$ cat config.mk
export PLATFORM = sky130hd
export DESIGN_NAME = trace_cmd_sequencer
export DESIGN_NICKNAME = d
export VERILOG_FILES = /design/src/rtl/trace_cmd_sequencer.sv
export SDC_FILE = /design/constraint.sdc
export NUM_CORES = 1
export LEC_CHECK = 0
export CORE_AREA = 2 2 347 212
export DETAILED_ROUTE_END_ITERATION = 7
export DIE_AREA = 0 0 349 214
export PLACE_DENSITY = 0.64
export SYNTH_ARGS = -nofsm -noshare
export SYNTH_HDL_FRONTEND = slang
export SYNTH_SLANG_ARGS = --single-unit
$ cat constraint.sdc
create_clock -name Clock -period 7.2 [get_ports Clock]
set_input_delay 1.44 -clock Clock [delete_from_list [all_inputs] [get_ports Clock]]
set_output_delay 1.44 -clock Clock [all_outputs]
set_load 0.03 [all_outputs]
$ cat src/rtl/trace_cmd_sequencer.sv
// Trace command sequencer: buffers (cmd, addr) entries, issues cache codes 0-4 via valid/ready,
// pulses clear/print/illegal for the other codes, keeps per-code counters and flags end of trace.
module trace_cmd_sequencer #(
   parameter int ADDR_W = 32,
   parameter int CMD_W  = 4,
   parameter int DEPTH  = 8,
   parameter int CNT_W  = 32
) (
   input  logic                     Clock,
   input  logic                     clear,
   input  logic                     in_valid,
   output logic                     in_ready,
   input  logic [CMD_W-1:0]         in_cmd,
   input  logic [ADDR_W-1:0]        in_addr,
   input  logic                     trace_end,
   input  logic                     mode,
   output logic                     cmd_valid,
   input  logic                     cmd_ready,
   output logic [CMD_W-1:0]         cmd_out,
   output logic [ADDR_W-1:0]        addr_out,
   output logic                     cache_clear,
   output logic                     print_req,
   output logic                     illegal,
   input  logic [3:0]               count_sel,
   output logic [CNT_W-1:0]         count_out,
   output logic [$clog2(DEPTH):0]   fifo_level,
   output logic                     Finish
);

   localparam int PTR_W = $clog2(DEPTH);

   typedef enum logic [1:0] {ISSUE, CLEAR_WAIT, DONE} state_t;

   state_t              state;
   logic [CMD_W-1:0]    cmd_mem  [DEPTH];
   logic [ADDR_W-1:0]   addr_mem [DEPTH];
   logic [PTR_W-1:0]    wr_ptr;
   logic [PTR_W-1:0]    rd_ptr;
   logic [PTR_W:0]      level;
   logic                end_latched;
   // Slots 12-15 are never incremented; they exist so a 4-bit select indexes in range.
   logic [CNT_W-1:0]    cnt [16];

   logic [CMD_W-1:0]    head_cmd;
   logic [ADDR_W-1:0]   head_addr;
   logic                empty;
   logic                full;
   logic                push;
   logic                pop;
   logic                issue;
   logic                is_cache;
   logic                is_clr;
   logic                is_prt;
   logic                is_ill;
   logic [3:0]          cnt_idx;

   assign head_cmd  = cmd_mem[rd_ptr];
   assign head_addr = addr_mem[rd_ptr];
   assign empty     = (level == '0);
   assign full      = (level == (PTR_W+1)'(DEPTH));
   assign in_ready  = !full && !end_latched && (state != DONE);
   assign push      = in_valid && in_ready;

   assign is_cache  = (head_cmd <= CMD_W'(4));
   assign is_clr    = (head_cmd == CMD_W'(8));
   assign is_prt    = (head_cmd == CMD_W'(9));
   assign is_ill    = !(is_cache || is_clr || is_prt);
   assign issue     = (state == ISSUE) && !empty;

   assign cmd_valid   = issue && is_cache;
   assign cmd_out     = cmd_valid ? head_cmd  : '0;
   assign addr_out    = cmd_valid ? head_addr : '0;
   assign cache_clear = issue && is_clr;
   assign print_req   = issue && is_prt && mode;
   assign illegal     = issue && is_ill;

   // Only cache commands wait on the consumer; every other code retires in one cycle.
   assign pop     = issue && (is_cache ? cmd_ready : 1'b1);
   assign cnt_idx = is_ill ? 4'd10 : 4'(head_cmd);

   assign count_out  = (count_sel < 4'd12) ? cnt[count_sel] : '0;
   assign fifo_level = level;
   assign Finish     = (state == DONE);

   always_ff @(posedge Clock) begin
      if (push) begin
         cmd_mem[wr_ptr]  <= in_cmd;
         addr_mem[wr_ptr] <= in_addr;
      end
   end

   always_ff @(posedge Clock) begin
      if (!clear) begin
         state       <= ISSUE;
         wr_ptr      <= '0;
         rd_ptr      <= '0;
         level       <= '0;
         end_latched <= 1'b0;
         for (int i = 0; i < 16; i++) cnt[i] <= '0;
      end else begin
         if (trace_end) end_latched <= 1'b1;
         if (push) wr_ptr <= wr_ptr + 1'b1;
         if (pop)  rd_ptr <= rd_ptr + 1'b1;

         case ({push, pop})
            2'b10:   level <= level + 1'b1;
            2'b01:   level <= level - 1'b1;
            default: level <= level;
         endcase

         if (pop) begin
            if (cnt[cnt_idx] != {CNT_W{1'b1}}) cnt[cnt_idx] <= cnt[cnt_idx] + 1'b1;
            if (cnt[11] != {CNT_W{1'b1}})      cnt[11]      <= cnt[11] + 1'b1;
         end

         case (state)
            ISSUE: begin
               if (pop && is_clr)
                  state <= CLEAR_WAIT;
               else if (end_latched && empty && !pop)
                  state <= DONE;
            end
            CLEAR_WAIT: state <= ISSUE;
            DONE:       state <= DONE;
            default:    state <= ISSUE;
         endcase
      end
   end

endmodule

---- Word-level counts from Yosys, hierarchy flattened ----
Memories as Yosys holds them, arrays and structs flattened. A register that Yosys moved wholly into a read port is not among the register bits.
Index checks and enable logic that the tools add are counted.
cells by class
  add/subtract/negate cells ............... 6
  magnitude comparators ................... 2
  equality and inequality tests ........... 10
  mux-type cells .......................... 28
  bitwise gates (word level) .............. 1
  reductions and logical operators ........ 24
operators with widths
  kind                     number
  $mux W32                 4
  $add A32 B1 Y32 const B  2
  $ne A32 B32 Y1 const B   2
  $reduce_or A32 Y1        1
  $logic_and A1 B1 Y1      13
  $mux W1                  13
  $eq A4 B4 Y1 const B     3
  $mux W3                  4
  $mux W4                  3
  $pmux W4 S2              1
  $add A3 B1 Y3 const B    2
  $logic_not A1 Y1         5
  $add A4 B1 Y4 const B    1
  $eq A2 B2 Y1 const B     2
  $le A4 B3 Y1 const B     1
  $logic_not A4 Y1         1
  $lt A4 B4 Y1 const B     1
  $mux W2                  2
  $pmux W2 S2              1
  $sub A4 B1 Y4 const B    1
  $ne A3 B1 Y1 const B     1
  $eq A2 B1 Y1 const B     1
  $logic_not A2 Y1         1
  $logic_or A1 B1 Y1       2
  3 further kinds          3
word-level totals
  bits in registers ....................... 13
  memory bits (writable) .................. 800
  bits of input ports ..................... 46
  output and inout bits ................... 78
  memories kept ........................... 3
memory list
  name      depth  width  read ports  clocked after Yosys merged registers in  write ports  line  text
  cnt       16     32     3           0                                        16           42    logic [CNT_W-1:0] cnt [16];
  addr_mem  8      32     1           1                                        1            36    logic [ADDR_W-1:0] addr_mem [DEPTH];
  cmd_mem   8      4      1           1                                        1            35    logic [CMD_W-1:0] cmd_mem [DEPTH];

---- Logic depth before layout (Yosys ltp) ----
Gate-level depths: netlist (run 1).
An unclocked memory read counts as a cell.
  depth in word-level cells ............... 12
  mapped depth ............................ 21
  mapped depth without buffers ............ 14

---- Least setup slack after synthesis (run 1) ----
OpenSTA, ideal clock, no wires.
  path type ............................... register -> register
  start point ............................. register level[0], in the netlist fifo_level[0]
  end point ............................... memory addr_mem[2][0], enable pin
  library setup time ...................... 482 ps
  arrival ................................. 4711 ps
  data required time ...................... 6718 ps
  setup slack ............................. 2007 ps
  cell stages (with the launch flop) ...... 6
  path buffers ............................ 0
  clock period less this slack ............ 5193 ps
  cells stage by stage .................... dfxtp_1 > nor3_1 > a211oi_1 > and2_0 > nand2b_1 > nor3b_1
on the way
  longest elaborated chain between the ends .. 7
ends and longest elaborated chain
  element                            line  text
  start: declaration                 39    logic [PTR_W:0] level;
  start signal: assignment           106   2'b10: level <= level + 1'b1;
  start signal: assignment           107   2'b01: level <= level - 1'b1;
  start signal: assignment           108   default: level <= level;
  $eq A4 B4 Y1                       60    assign full = (level == (PTR_W+1)'(DEPTH));
  $logic_not A1 Y1                   61    assign in_ready = !full && !end_latched && (state != DONE);
  $logic_and A1 B1 Y1 (2 in series)  61
  via in_ready                       12    output logic in_ready,
  $logic_and A1 B1 Y1                62    assign push = in_valid && in_ready;
  $mux W1                            86    if (push) begin
  $mux W1 (not written as such)      88    addr_mem[wr_ptr] <= in_addr;
  end: declaration                   36
The timed path passes the listed nets, and every way through them passes these cells.

==> impl_metrics.json, run 1 <==
{
  "report.final.slew_viol_count": 0,
  "route.detailed.drc": 0,
  "ys_ff_latch": 690,
  "hpwl_um": 59390,
  "drv_cap": 0,
  "synth-main-ff-cell": "edfxtp_1",
  "initial_utilization": 0.4482,
  "grt_pass1_vias": 20406,
  "ys_top_cells_by_area": "edfxtp_1 63%, mux4_2 12%, nor2_1 4.5%",
  "ios": 124,
  "hold_buffers": 0,
  "slew-limit-headroom": 0.1646,
  "switchingPower_uw": 5038,
  "synth_edf_count": 674,
  "coreArea_mm2": 0.07122,
  "synthesis.area_mm2": 0.03192,
  "numCtsBuffers": 67,
  "fmaxAchievable_ghz": 0.1485,
  "syn_inst": 2141,
  "synthTopCellsByCount": "674 x edfxtp_1, 382 x nor2_1, 170 x mux4_2",
  "htree_levels": 3,
  "min_period_over_period": 0.9351,
  "area_growth_pct": 15.50,
  "crit_type": "reg2reg",
  "p_int_uw": 8552,
  "min-delay-start": "state[0]",
  "root_buffer": "clkbuf_16",
  "avgSynthCellArea_um2": 14.91,
  "critical_path_required_ps": 7300,
  "clock_path_buffers": 3,
  "grt_pass1_wl_um": 134200,
  "skew_ps": 29.20,
  "holdPathEnd": "state[1]",
  "min_path_cells": 1,
  "swShare": 0.3707,
  "dp.cells": 3226,
  "peakVddDrop_mv": 0.2222,
  "finish.utilization": 0.5177,
  "rrSetupSlack_ps": 470,
  "cts_tree": "yes",
  "rsz0062_at_grt": "no",
  "die_h_um": 214,
  "cp_max_fo": 37,
  "firstDrtPassIters": 6,
  "numPortBuffers": 122,
  "async_flop_share": 0,
  "worstReg2RegEnd": "cnt[3][4]",
  "startpoint_type": "flop",
  "clkPwrFrac": 0.266,
  "wl_per_cell_um": 26.98,
  "grt_max_degree": 48,
  "avgViaCountPerCell": 6.086,
  "p_comb_frac": 0.354,
  "finish.instance_area_mm2": 0.03687,
  "power_frac_seq": 0.380,
  "p_per_area_mw_per_mm2": 368.6,
  "postPlaceCellArea_mm2": 0.03465,
  "p_leak_uw": 0.01242,
  "cts_sinks": 690,
  "yosysTopAreaCell": "edfxtp_1",
  "antenna_found_initial": 2,
  "synth_top_area_frac": 0.6340,
  "grtUsageTotal": 0.2421,
  "die_w_um": 349,
  "grt.overflow.total": 0,
  "clk_latency_ps": 620,
  "final.setup.tns_ps": 0,
  "ant_nets": 0,
  "gp_congestion": 0.9155,
  "tightest_slew_ps": 1253,
  "cts_setup_buffers": 0,
  "timing.hold.ws_ps": 501.2,
  "drive_above_1_share": 0.1788,
  "std_cell_rows": 76,
  "setup_viol": 0,
  "finalHoldViolCount": 0,
  "outcome": "finished clean",
  "clk_pin_slew_ps": 70,
  "r2r_cells": 14,
  "cp.arrival_ps": 6830,
  "endpoint_kind": "flop",
  "first_iter_violations": 2762,
  "yosysUniqueCellTypes": 95,
  "final_cells": 3349,
  "post_cts_resized": 0,
  "yosys_warnings": 0,
  "worstHoldPathType": "reg2reg",
  "nets": 2413,
  "fin_crit_ps": 6733,
  "ys_seq_area_frac": 0.6440,
  "synth.most_common_cell": "edfxtp_1",
  "vias": 20381,
  "drt_wl_total_um": 90360,
  "dieArea_mm2": 0.07469
}
==> per-stage QoR <==
step | total power (uW) | worst slack (ps)
detailed placement | 9932 | 659.5
CTS | 13550 | 619.5
global placement | 9875 | 723.3
floorplan | 8197 | 2007
global route | 14100 | 167.3
finish | 13590 | 467.4
==> cell families (layout without fill, tap and decap cells) <==
logic type / count (synthesis) / in the layout / synth area share
xor+xnor: 62 / 62 / 0.01842
mux: 263 / 263 / 0.1501
flops: 690 / 690 / 0.6440
other cells: 1 / 101 / 0.0001175
fa+ha+maj: 8 / 8 / 0.003370
compound gates: 264 / 264 / 0.06236
simple gates: 663 / 663 / 0.09371
buf+inv: 190 / 362 / 0.02794
==> sequential cells by signal, summed over array words and instances (netlist names), named ones only <==
signal       cells
cmd_mem         32
end_latched      1
rd_ptr           3
state            2
wr_ptr           3
addr_mem       256
fifo_level       4
cnt            386
==> worst max-delay path by stage <==
| stage | end | slack, ps | cells after the start |
|---|---|---|---|
| after global routing | cnt[3][10] | 170 | 14 |
| after global placement | cnt[3][9] | 720 | 14 |
| after detailed placement | cnt[3][9] | 660 | 14 |
| after floorplan | addr_mem[2][0] | 2010 | 5 |
| after CTS | cnt[3][6] | 620 | 14 |
| final | cnt[3][4] | 470 | 14 |
==> worst max-delay path, stage by stage, from the launching register on <==
cell	delay (ps)
dfxtp_4	430
buf_4	590
mux4_2	610
mux2_2	520
a21oi_2	770
nor3_1	110
a2111oi_0	610
a211o_1	230
ha_1	220
a21boi_2	240
nand4_2	400
nor3_2	330
nand4_4	270
nand3_2	190
nand2_2	640
==> cell usage in the layout (no fill, tap or decap), types with 11 or more instances in the layout <==
master	instances
o2bb2ai_1	14
a21oi_1	44
xnor2_1	16
clkinv_1	13
clkbuf_16	69
nand2_1	84
clkinv_2	12
a211oi_1	14
clkdlybuf4s50_1	119
conb_1	99
o22ai_1	43
edfxtp_1	674
xor2_1	40
mux2i_1	82
clkbuf_1	11
and3_1	23
dfxtp_1	13
mux4_2	170
nor2_1	379
inv_1	45
buf_4	70
nand3_1	45
nor3_1	42
o21ai_0	33
==> power by group through the flow <==
| stage | logic [uW] | clock network, uW | registers (uW) |
|---|---|---|---|
| finish | 4800 | 3620 | 5170 |
| floorplan | 3070 | 0 | 5130 |
| CTS | 4710 | 3680 | 5160 |
| global placement | 4650 | 0 | 5220 |
| detailed placement | 4690 | 0 | 5250 |
| global route | 5070 | 3830 | 5200 |
==> per-layer routing <==
layer / GRT usage / wire [um] / up-vias / share of wire
li1: - / - / 8666 / -
met5: 0 / 12 / - / 0.00013
met1: 0.3622 / 38310 / 10350 / 0.42
met3: 0.06747 / 10360 / 190 / 0.11
met2: 0.3462 / 39400 / 1173 / 0.44
met4: 0.06710 / 2280 / 2 / 0.025
==> layout make-up <==
type	count	area [um^2]
fill	5853	34350
sequential	690	20570
multi-input combinational	1359	10930
timing repair buffer	195	1813
clock buffer	82	1795
tap	936	1171
clock inverter	39	420.4
inverter	46	172.7
antenna	2	5.005
No activity file was read; power rests on OpenSTA's default activity.
==> run 2, diff against run 1 <==
CELL_PAD_IN_SITES_DETAIL_PLACEMENT = 1   (was not set)
CELL_PAD_IN_SITES_GLOBAL_PLACEMENT = 1   (was not set)
PLACE_DENSITY = 0.72   (was 0.64)
==> impl_metrics.json, run 2 (synthesized netlist as in run 1, its figures left out) <==
{
  "fmaxAchievable_ghz": 0.1627,
  "endpoint_kind": "output port",
  "cp.arrival_ps": 4710,
  "biggestRegsByFlops": "cnt: 386 flops, addr_mem: 256 flops, cmd_mem: 32 flops",
  "cts_setup_buffers": 0,
  "ios": 124,
  "cp_max_fo": 24,
  "peakVddDrop_mv": 0.1990,
  "clock_path_buffers": 3,
  "mostFrequentLayoutCell": "edfxtp_1",
  "worstHoldPathType": "reg2reg",
  "setup_viol": 0,
  "tightest_slew_ps": 1016,
  "path_buf_inv": 2,
  "first_iter_violations": 2432,
  "wl_per_cell_um": 29.50,
  "seq_area_mm2": 0.02057,
  "cts_tree": "yes",
  "p_per_area_mw_per_mm2": 366.5,
  "numCtsBuffers": 69,
  "clk_pin_slew_ps": 60,
  "top_register": "cnt",
  "slew-limit-headroom": 0.3202,
  "gp_congestion": 0.9311,
  "hold_buffers": 0,
  "swShare": 0.3788,
  "vias": 20882,
  "avgViaCountPerCell": 6.228,
  "htree_levels": 3,
  "numPortBuffers": 122,
  "root_buffer": "clkbuf_16",
  "power_frac_seq": 0.389,
  "die_w_um": 349,
  "grtUsageTotal": 0.2661,
  "finalPower_uw": 13490,
  "p_comb_frac": 0.354,
  "coreArea_mm2": 0.07122,
  "largest_reg_flops": 386,
  "die_h_um": 214,
  "postPlaceCellArea_mm2": 0.03472,
  "post_cts_resized": 0,
  "initial_utilization": 0.4482,
  "fillerInstances": 6869,
  "drt_wl_total_um": 98910,
  "dieArea_mm2": 0.07469,
  "drv_cap": 0,
  "clk_latency_ps": 630,
  "use_met1": 0.3946,
  "final.setup.tns_ps": 0,
  "diodes": 0,
  "switchingPower_uw": 5111,
  "grt.overflow.total": 0,
  "route.detailed.drc": 0,
  "firstDrtPassIters": 5,
  "critical_path_required_ps": 5760,
  "p_int_uw": 8381,
  "fin_crit_ps": 6148,
  "crit_path_cell_trace": "buf_4 -> mux2_2 -> nor2_1 -> nand2_1 -> nor2_1 -> clkdlybuf4s50_1",
  "finish.instance_area_mm2": 0.03682,
  "grt_pass1_wl_um": 146300,
  "final_cell_mix": "674 x edfxtp_1, 379 x nor2_1, 170 x mux4_2",
  "rsz0062_at_grt": "no",
  "met2_usage": 0.3926,
  "report.final.slew_viol_count": 0,
  "multi_input_area_mm2": 0.01094,
  "finalHoldViolCount": 0,
  "slowest_stage": "dfxtp_2",
  "crit_type": "reg2out",
  "min_period_over_period": 0.8538,
  "std_cell_rows": 76,
  "startpoint_type": "flop",
  "hpwl_um": 63220,
  "dp.cells": 3234,
  "use_met3": 0.06530,
  "antenna_found_initial": 0,
  "final_cells": 3353,
  "cp_top_family": "simple AND/OR/NAND/NOR gates",
  "grt_max_degree": 46,
  "outcome": "finished clean",
  "p_leak_uw": 0.01239,
  "clkPwrFrac": 0.257,
  "top_usage_layer": "met1",
  "skew_ps": 34.57,
  "area_growth_pct": 15.32,
  "nets": 2423,
  "ant_nets": 0,
  "drive_above_1_share": 0.1812,
  "max_stage_delay_ps": 820,
  "crit_top_cell": "nor2_1",
  "grt_pass1_vias": 21818,
  "cts_sinks": 690
}
==> run 2: worst paths after layout <==
path,slack (ps),depth (start not counted),endpoint,start
setup / recovery,1050,6,cmd_out[2],flop
hold / removal,460,1,state[1],state[0]
setup reg to reg,1060,14,cnt[8][26],flop
hold reg to reg,460,1,state[1],state[0]
==> run 2: layout make-up <==
cell class | instances | area share
clock buffer | 89 | 0.05064
clock inverter | 30 | 0.006355
inverter | 46 | 0.004690
multi-input combinational | 1359 | 0.2971
sequential | 690 | 0.5587
tap | 936 | 0.03181
timing repair buffer | 203 | 0.05074
==> run 2: per-layer routing <==
| metal | routed length (um) | part of all wire |
|---|---|---|
| met1 | 42840 | 0.43 |
| met3 | 9739 | 0.098 |
| met2 | 43750 | 0.44 |
| met5 | 0 | 0 |
| met4 | 2576 | 0.026 |
==> run 2: power by group through the flow <==
stage	Clock (uW)	Sequential, uW	Combinational [uW]
finish	3470	5250	4770
global route	3680	5290	5030
CTS	3540	5250	4670
detailed placement	0	5330	4640
global placement	0	5300	4530
floorplan	0	5130	3070
==> run 2: stage by stage <==
step / utilization / hold WS, ps / setup WS (ps)
after CTS: 0.5169 / 464.0 / 1050
after global placement: 0.4874 / 446.8 / 1459
after floorplan: - / 417.4 / 2007
after global routing: 0.5169 / 510.3 / 734.6
final: 0.5169 / 458.6 / 1052
after detailed placement: 0.4874 / 450.2 / 1217
==> run 3, diff against run 2 <==
CORE_AREA = 2 2 326 199   (was 2 2 347 212)
DIE_AREA = 0 0 328 201   (was 0 0 349 214)
PLACE_DENSITY = 0.8   (was 0.72)
==> impl_metrics.json, run 3 (synthesized netlist as in run 1, its figures left out) <==
{
  "peakVddDrop_mv": 0.2418,
  "dieArea_mm2": 0.06593,
  "grt_max_degree": 54,
  "report.final.slew_viol_count": 0,
  "worstHoldPathType": "reg2reg",
  "rsz0062_at_grt": "no",
  "finalHoldViolCount": 0,
  "final_cell_mix": "674 x edfxtp_1, 378 x nor2_1, 170 x mux4_2",
  "fillerInstances": 5952,
  "firstDrtPassIters": 5,
  "top_register": "cnt",
  "numCtsBuffers": 67,
  "place_ws_ps": 703.8,
  "initial_utilization": 0.5041,
  "grt_pass1_wl_um": 148900,
  "hpwl_um": 64660,
  "std_cell_rows": 72,
  "clock_path_buffers": 3,
  "avgViaCountPerCell": 6.500,
  "drt_wl_total_um": 100600,
  "dp.cells": 3146,
  "drive_above_1_share": 0.1816,
  "endpoint_kind": "flop",
  "grt.overflow.total": 0,
  "coreArea_mm2": 0.06333,
  "first_iter_violations": 3031,
  "clk_pin_slew_ps": 60,
  "startpoint_type": "flop",
  "hold_buffers": 0,
  "nets": 2418,
  "die_h_um": 201,
  "area_growth_pct": 15.19,
  "p_leak_uw": 0.01244,
  "fmaxAchievable_ghz": 0.1500,
  "largest_reg_flops": 386,
  "multi_input_area_mm2": 0.01093,
  "tightest_slew_ps": 1324,
  "cts_tree": "yes",
  "min_period_over_period": 0.9259,
  "die_w_um": 328,
  "route.detailed.drc": 0,
  "fin_crit_ps": 6666,
  "antenna_found_initial": 4,
  "mostFrequentLayoutCell": "edfxtp_1",
  "cp.arrival_ps": 7010,
  "fin_ws_ps": 533.7,
  "gp_congestion": 0.9366,
  "vias": 21224,
  "cts_setup_buffers": 0,
  "root_buffer": "clkbuf_16",
  "setup_viol": 0,
  "drv_cap": 0,
  "post_cts_resized": 0,
  "wl_per_cell_um": 30.82,
  "crit_type": "reg2reg",
  "biggestRegsByFlops": "cnt: 386 flops, addr_mem: 256 flops, cmd_mem: 32 flops",
  "htree_levels": 3,
  "grtUsageTotal": 0.3094,
  "final.setup.tns_ps": 0,
  "seq_area_mm2": 0.02057,
  "ios": 124,
  "cts_sinks": 690,
  "p_per_area_mw_per_mm2": 373.8,
  "cp_max_fo": 41,
  "numPortBuffers": 122,
  "slew-limit-headroom": 0.1176,
  "critical_path_required_ps": 7550,
  "clk_latency_ps": 630,
  "outcome": "finished clean",
  "grt_pass1_vias": 22420,
  "ant_nets": 0,
  "skew_ps": 26.96,
  "final_cells": 3265
}
[run 3: report_power, final]
group / leakage, uW / switching (uW) / internal [uW]
clock: 0.00107 / 1540 / 2050
sequential: 0.00669 / 390 / 4880
combinational: 0.00468 / 3310 / 1580
[run 3: per-stage QoR]
step | utilization | power, uW | hold WS [ps] | cell area [um^2]
2_1_floorplan | - | 8197 | 417.4 | 32290
3_3_place_gp | 0.5464 | 9824 | 436.5 | 34600
3_5_place_dp | 0.5464 | 10030 | 457.5 | 34600
4_1_cts | 0.5806 | 13620 | 464.7 | 36770
5_1_grt | 0.5806 | 14150 | 499.9 | 36770
6_report | 0.5806 | 13750 | 458.6 | 36770
[run 3: final cells by class]
class                           count  share of cell area
Sequential cell                   690              0.5593
Multi-Input combinational cell   1359              0.2973
Timing Repair Buffer              200             0.05066
Clock buffer                       84             0.04957
Tap cell                          851             0.02896
Clock inverter                     33            0.009289
Inverter                           46            0.004695
Antenna cell                        2           0.0001361
[run 3: final timing paths]
check            from         end  slack, ps  depth (start not counted)
min reg2reg  state[0]    state[1]        460                          1
min          state[0]    state[1]        460                          1
max              flop  cnt[8][26]        530                         15
max reg2reg      flop  cnt[8][26]        530                         15
[run 3: layer usage]
layer | share of wire | GRT usage
met4 | 0.031 | 0.09895
met2 | 0.45 | 0.4610
met1 | 0.41 | 0.4443
met3 | 0.12 | 0.08370
met5 | 0.00020 | 0
[run 3: worst max-delay path: stages, from the launching register on]
cell and delay [ps]:
dfxtp_4 840, mux4_2 640, mux2i_4 700, nand3_4 580, a22oi_4 540, nor2_1 80, o2111a_1 250, a211oi_1 220
buf_4 220, ha_1 220, a21boi_2 240, nand4_2 270, nor4_4 610, nand3_1 200, xor2_1 640, nor2_1 110
